$ cat src/rtl/rx_fifo.sv
`default_nettype none
// ----------------------------------------------------------------------------
// Module   : rx_fifo
// Brief    : UART receive buffer; parity-checks each captured frame and queues
//            it in a first-word-fall-through FIFO with a valid/ready read port
//            and a sticky overflow flag. Optional RX_FIFO_PARITY_CHECK_EN adds
//            per-entry parity-error storage.
// Revision : 1.0 - initial release
// ----------------------------------------------------------------------------
module rx_fifo #(
  parameter int DATA_WIDTH = 8,
  parameter int DEPTH      = 8,
  parameter int PARITY_ODD = 0
) (
  input  logic                    clk,
  input  logic                    rst_n,
  input  logic                    wr_valid,
  input  logic [DATA_WIDTH-1:0]   wr_data,
  input  logic                    wr_parity,
  input  logic                    wr_parity_present,
  input  logic                    rd_ready,
  output logic                    rd_valid,
  output logic [DATA_WIDTH-1:0]   rd_data,
  output logic                    rd_parity_err,
  output logic [$clog2(DEPTH):0]  count,
  output logic                    full,
  output logic                    empty,
  output logic                    overflow,
  input  logic                    ovf_clr
);

  localparam int AW = $clog2(DEPTH);
  localparam int CW = AW + 1;
`ifdef RX_FIFO_PARITY_CHECK_EN
  localparam int EW = DATA_WIDTH + 1;
`else
  localparam int EW = DATA_WIDTH;
`endif

  logic [EW-1:0] mem_q [DEPTH];
  logic [AW-1:0] wr_ptr_q, rd_ptr_q;
  logic [CW-1:0] count_q, count_d;
  logic          full_q, full_d;
  logic          empty_q, empty_d;
  logic          overflow_q, overflow_d;

  logic          w_rd_fire;
  logic          w_wr_accept;
  logic          w_drop;
  logic [EW-1:0] w_wr_entry;
  logic [EW-1:0] w_head;

`ifdef RX_FIFO_PARITY_CHECK_EN
  logic w_parity_err;
  assign w_parity_err = wr_parity_present & (^wr_data ^ wr_parity ^ 1'(PARITY_ODD));
  assign w_wr_entry   = {w_parity_err, wr_data};
`else
  logic w_unused_parity;
  assign w_unused_parity = wr_parity ^ wr_parity_present ^ 1'(PARITY_ODD);
  assign w_wr_entry      = wr_data;
`endif

  assign w_rd_fire   = ~empty_q & rd_ready;
  // A full FIFO still accepts a frame when the head leaves in the same cycle.
  assign w_wr_accept = wr_valid & (~full_q | w_rd_fire);
  assign w_drop      = wr_valid & full_q & ~w_rd_fire;

  always_comb begin
    count_d = count_q;
    case ({w_wr_accept, w_rd_fire})
      2'b10:   count_d = count_q + CW'(1);
      2'b01:   count_d = count_q - CW'(1);
      default: count_d = count_q;
    endcase
    full_d     = (count_d == CW'(DEPTH));
    empty_d    = (count_d == '0);
    overflow_d = w_drop ? 1'b1 : (ovf_clr ? 1'b0 : overflow_q);
  end

  always_ff @(posedge clk or negedge rst_n) begin
    if (!rst_n) begin
      wr_ptr_q   <= '0;
      rd_ptr_q   <= '0;
      count_q    <= '0;
      full_q     <= 1'b0;
      empty_q    <= 1'b1;
      overflow_q <= 1'b0;
    end else begin
      if (w_wr_accept) wr_ptr_q <= wr_ptr_q + AW'(1);
      if (w_rd_fire)   rd_ptr_q <= rd_ptr_q + AW'(1);
      count_q    <= count_d;
      full_q     <= full_d;
      empty_q    <= empty_d;
      overflow_q <= overflow_d;
    end
  end

  // Storage is deliberately not reset; stale contents are masked by empty_q.
  always_ff @(posedge clk) begin
    if (w_wr_accept) mem_q[wr_ptr_q] <= w_wr_entry;
  end

  assign w_head   = mem_q[rd_ptr_q];
  assign rd_valid = ~empty_q;
  assign rd_data  = empty_q ? '0 : w_head[DATA_WIDTH-1:0];
`ifdef RX_FIFO_PARITY_CHECK_EN
  assign rd_parity_err = ~empty_q & w_head[DATA_WIDTH];
`else
  assign rd_parity_err = 1'b0;
`endif

  assign count    = count_q;
  assign full     = full_q;
  assign empty    = empty_q;
  assign overflow = overflow_q;

endmodule
`default_nettype wire

$ cat config.mk
export PLATFORM = sky130hd
export DESIGN_NAME = rx_fifo
export DESIGN_NICKNAME = d
export VERILOG_FILES = /design/src/rtl/rx_fifo.sv
export SDC_FILE = /design/constraint.sdc
export NUM_CORES = 1
export LEC_CHECK = 0
export ABC_AREA = 1
export CAP_MARGIN = 20
export CORE_MARGIN = 5
export CORE_UTILIZATION = 51
export DETAILED_ROUTE_END_ITERATION = 8
export GPL_TIMING_DRIVEN = 0
export PLACE_DENSITY_LB_ADDON = 0.25
export SYNTH_ARGS = -nofsm -noshare
export SYNTH_HDL_FRONTEND = slang
export SYNTH_SLANG_ARGS = --single-unit
$ cat constraint.sdc
create_clock -name clk -period 2.1 [get_ports clk]
set_input_delay 0.315 -clock clk [delete_from_list [all_inputs] [get_ports clk]]
set_output_delay 0.315 -clock clk [all_outputs]
set_load 0.005 [all_outputs]
==> results of run 1 <==
==> metal layers <==
layer  part of all wire (%)  GRT usage [%]  vias up
li1                       -              -     1113
met1                     45           24.8     1104
met2                     46           28.2       99
met3                    6.3           4.25       17
met4                    2.4           11.5        0
met5                      0              0        -
==> area by class of cell <==
type                       instances  area (µm²)
fill                             490        2200
clock buffer                      11         131
sequential                        77        2250
buffer                            11         133
inverter                          13        58.8
clock inverter                     5        75.1
timing repair buffer              44         397
tap                               77        96.3
multi-input combinational        190         972
==> path summary, 6_finish.rpt <==
path	slack (ns)	cells after the start	end
worst max-delay path	-0.07	7	rd_data[6]
worst min-delay path	0.35	1	wr_ptr_q[0]$_DFFE_PN0P_
worst max register to register	0.10	6	mem_q[2][2]$_DFFE_PP_
worst min register to register	0.54	2	overflow$_DFFE_PN0P_
max in group asynchronous	1.31	1	rd_ptr_q[0]$_DFFE_PN0P_
min in group clk	0.36	3	rd_ptr_q[0]$_DFFE_PN0P_
==> state kept, by name, indices dropped and copies added (netlist names) <==
name      flops
full          1
overflow      1
mem_q        64
count         4
wr_ptr_q      3
rd_ptr_q      3
empty         1
==> metrics by stage <==
| step | hold slack [ns] | util [%] | setup slack, ns | total power, W | area, µm² |
|---|---|---|---|---|---|
| floorplan | 0.0194 | - | 0.111 | 0.00349 | 3300 |
| global placement | 0.520 | 58.2 | -0.346 | 0.00433 | 3680 |
| detailed placement | 0.528 | 58.2 | -0.368 | 0.00439 | 3680 |
| CTS | 0.365 | 63.0 | -0.219 | 0.00565 | 3980 |
| global route | 0.347 | 65.2 | -0.157 | 0.00623 | 4110 |
| finish | 0.351 | 65.2 | -0.0701 | 0.00583 | 4110 |
==> power by group through the flow <==
stage	clock (W)	sequential, W	combinational (W)
finish	0.00119	0.00214	0.00249
detailed placement	0	0.00215	0.00224
floorplan	0	0.00212	0.00137
global route	0.00127	0.00218	0.00278
CTS	0.00119	0.00214	0.00232
global placement	0	0.00214	0.00219
==> placed cells by master (no fill, tap or decap), types with 2 or more instances in the layout <==
cell type and n:
o21ai_0 16, buf_8 4, dfrtp_2 2, inv_2 2, dlymetal6s2s_1 4, clkdlybuf4s50_1 19
xnor2_1 2, nor2_1 72, clkinv_2 3, inv_1 9, clkbuf_8 11, nand2_4 2
o21ai_1 41, dlygate4sd2_1 2, bufinv_16 2, buf_6 3, xor2_1 3, clkbuf_1 2
o21ai_2 2, buf_2 3, nand2_1 23, dfrtp_1 10, buf_4 18, ha_1 3
nand3_1 9, ha_4 2, nor2_2 6, edfxtp_1 64
==> cells by family (layout without fill, tap and decap cells) <==
kind of cell,count (synthesis),in the layout
xor+xnor,5,5
other cells,1,1
fa+ha+maj,5,5
compound gates,62,62
simple gates,117,117
flops,77,77
buf+inv,24,84
==> worst max-delay path: stages (launching register included) <==
cell and delay [ns]:
dfrtp_2 0.48, buf_4 0.18, buf_6 0.14, o21ai_1 0.16
o21ai_1 0.09, o21ai_1 0.13, nor2_1 0.07, dlygate4sd2_1 0.26
==> what timing repair did <==
item                       CTS  global route
setup endpoints to repair   43            19
gates resized for setup     23            38
buffers inserted             5            11
pin swaps                    3            18
cloned                       1             0
==> metrics, run 1 <==
outcome complete, but fails checks; violated checks setup timing; Synth Area in XOR/XNOR 1.33%; Clk pwr share 20.5%; CP startpoint kind flip-flop; fin nets 366; Final Hold Fails 0; drt drc 0; Initial DRC Count 176; Final setup viols 2; Clock Latency Late Sink 0.35 ns; Final GP Congestion 0.772; Simple-Gate Fraction of Synth Area 14.2%; clock root buffer clkbuf_8; Synth area leaders edfxtp_1, dfrtp_1, nor2_1; Yosys top cell area share 58.2%; Netlist cell types 24; Mean Syn Cell Area 11.3 µm²; asr flop ratio synth 16.9%; core area 6310 µm²; Post-synth EDFFs 64; area growth from synthesis to layout 24.6%; GRT Util Overall 18.8%; top post-synthesis cells by count nor2_1, edfxtp_1, o21ai_1; Cell Int Power 0.00375 W; PortBufs 28; Flop pwr share 36.8%; Achievable Freq 0.461 GHz; vias in the first global route 2318; IO Pins 32; period utilization 103%; FF-to-FF Start empty$_DFF_PN1_; worst setup margin -0.0701 ns; H-Tree Depth 3; CP Launch Point rd_ptr_q[0]$_DFFE_PN0P_; Inst Count DP 396; Die X 90.5 µm; Post-Syn Area 3300 µm²; #FFs+latches synth 77; count leader, synth nor2_1; leakage 1.59 nW; die footprint 8180 µm²; CTS tree yes; Final Critical Period 2.17 ns; Routed Antenna Nets 0; Initial Util 52.3%; final slew viol count 0; mux cell area share after synthesis 0%; Wirelength per Cell 17.6 µm; DP HPWL 4550 µm; clock sink total 77; NetSw 0.00208 W; Inserted Diodes 0; share of cells above drive strength 1 19.7%; vias 2333; YS warnings 0; Logic pwr share 42.7%; Worst-Margin Slew 0.910 ns; total gr overflow 0; post-synthesis compound-gate area fraction 9.48%; pwr dens 1420 nW/µm²; Synth area leader edfxtp_1; critical path capture point type output pin; RSZ-0062 raised after global routing yes; Synth Area in Adders 1.90%; worst-path fanout max 10; Syn Inst Count 291; first-pass GRT wire length 11800 µm; initial antenna violation count 0; clk slew on worst S/H paths 0.08 ns; Max clock buf depth 2; Peak VDD IR 0.740 mV; Post-Route Setup TNS -0.0848 ns; register area share after synthesis 68.1%; CTS Buf Count 9; routed vias/inst 5.45; WP data required 1.78 ns; largest family of logic cells by synthesized area simple AND/OR/NAND/NOR gates; Worst EP arrival 1.86 ns; Hold Crit Class in2async; Worst Skew 0.00997 ns; top_reg_cell synth edfxtp_1; largest net degree at the start of global routing 14; Slew HR 39.1%; Pre-antenna DRT Iters 5; Post-CTS Hold Fix Bufs 0; total of max-cap violations 0; routed wire length 7530 µm; Rows 29; post-route insts no fill 428; Net Sw Frac 35.7%; Mapped Nets 311; Setup CP Type reg2out; die height 90.5 µm
(Power assumes the default switching activity.)
==> inputs of run 2 (changes only) <==
- SKIP_CTS_REPAIR_TIMING: not set -> 1
==> metrics, run 2 (same netlist as run 1, synthesis figures left out) <==
Hold Crit Class in2async; clk slew on worst S/H paths 0.07 ns; Worst-Margin Slew 0.903 ns; total gr overflow 0; Worst EP arrival 1.85 ns; Routed Antenna Nets 0; Cell Int Power 0.00388 W; Net Sw Frac 35.2%; max reg flops 64; pwr dens 1430 nW/µm²; CP startpoint kind flip-flop; Max clock buf depth 2; leading cell type in the layout, fill and taps excluded nor2_1; Clock Latency Late Sink 0.35 ns; routed wire length 7620 µm; Max Used Layer met4; final total power 0.00599 W; vias in the first global route 2225; Met1 Routed Length 3340 µm; worst setup margin -0.0693 ns; die footprint 8180 µm²; H-Tree Depth 3; NetSw 0.00211 W; DP HPWL 4550 µm; WP data required 1.78 ns; leakage 1.63 nW; clock root buffer clkbuf_8; Logic pwr share 44.5%; total of max-cap violations 0; vias 2326; Pre-antenna DRT Iters 5; Achievable Freq 0.461 GHz; period utilization 103%; violated checks setup timing; CTS Buf Count 9; RSZ-0062 raised after global routing yes; commonest cells after routing, fill and taps aside nor2_1, edfxtp_1, o21ai_1; Setup CP Type reg2out; Die X 90.5 µm; drt drc 0; fin nets 370; Slew HR 39.6%; DR WL met3 403 µm; Initial DRC Count 183; Worst Skew 0.00814 ns; core area 6310 µm²; routed vias/inst 5.38; first-pass GRT wire length 11300 µm; Clk pwr share 19.9%; clock sink total 77; area growth from synthesis to layout 26.8%; Flop pwr share 35.6%; critical path capture point type output pin; Peak VDD IR 0.720 mV; PortBufs 28; Inserted Diodes 0; Rows 29; final slew viol count 0; final std cell area, no fill 4190 µm²; Wirelength per Cell 17.6 µm; worst-path fanout max 5; outcome complete, but fails checks; WL met2 3650 µm; largest net degree at the start of global routing 14; Final Hold Fails 0; die height 90.5 µm; CTS tree yes; share of cells above drive strength 1 20.3%; Final GP Congestion 0.772; Final setup viols 2; Final Critical Period 2.17 ns; IO Pins 32; Biggest register mem_q; GRT Util Overall 18.2%; DP Area 3680 µm²; initial antenna violation count 0; Initial Util 52.3%
[run 2: final timing paths]
check	from	to	slack [ns]	cells after the start
max in group asynchronous	rst_n	rd_ptr_q[0]$_DFFE_PN0P_	1.30	1
max	rd_ptr_q[0]$_DFFE_PN0P_	rd_data[6]	-0.07	10
min	rst_n	wr_ptr_q[0]$_DFFE_PN0P_	0.36	1
max reg2reg	empty$_DFF_PN1_	full$_DFF_PN0_	0.08	13
min in group clk	overflow$_DFFE_PN0P_	overflow$_DFFE_PN0P_	0.54	2
min reg2reg	overflow$_DFFE_PN0P_	overflow$_DFFE_PN0P_	0.54	2
[run 2: cell type report]
| type | count | area, µm² |
|---|---|---|
| multi-input combinational | 190 | 966 |
| clock buffer | 11 | 131 |
| sequential | 77 | 2250 |
| buffer | 11 | 133 |
| timing repair buffer | 48 | 478 |
| clock inverter | 5 | 75.1 |
| fill | 484 | 2130 |
| inverter | 13 | 56.3 |
| tap | 77 | 96.3 |
[run 2: power by group through the flow]
| stage | Sequential (W) | Clock [W] | Combinational (W) |
|---|---|---|---|
| floorplan | 0.00212 | 0 | 0.00137 |
| CTS | 0.00212 | 0.00119 | 0.00225 |
| finish | 0.00213 | 0.00119 | 0.00266 |
| global placement | 0.00214 | 0 | 0.00219 |
| detailed placement | 0.00215 | 0 | 0.00224 |
| global route | 0.00216 | 0.00126 | 0.00296 |
[run 2: per-layer routing]
metal / GRT usage [%] / up-vias
met3: 3.83 / 19
li1: - / 1113
met1: 23.7 / 1105
met4: 10.5 / 0
met2: 28.1 / 89
met5: 0 / -
[run 2: per-stage QoR]
step           instances  setup TNS (ns)  worst slack (ns)  hold WS, ns  util (%)
4_1_cts              412           -7.93            -0.354        0.365      61.5
2_1_floorplan        291               0             0.111       0.0194         -
5_1_grt              432          -0.583            -0.194        0.386      66.3
6_report             432         -0.0895           -0.0693        0.355      66.3
3_3_place_gp         396          -13.88            -0.346        0.520      58.2
3_5_place_dp         396          -15.82            -0.368        0.528      58.2
[run 2: critical path, cell delays in order, from the launching register on]
cell and delay [ns]:
dfrtp_2 0.45, buf_6 0.13, buf_8 0.12, buf_4 0.13, nor2_1 0.09, nor2_1 0.05, o21ai_1 0.09, o21ai_1 0.10
o21ai_1 0.13, nor2_1 0.07, dlymetal6s2s_1 0.15
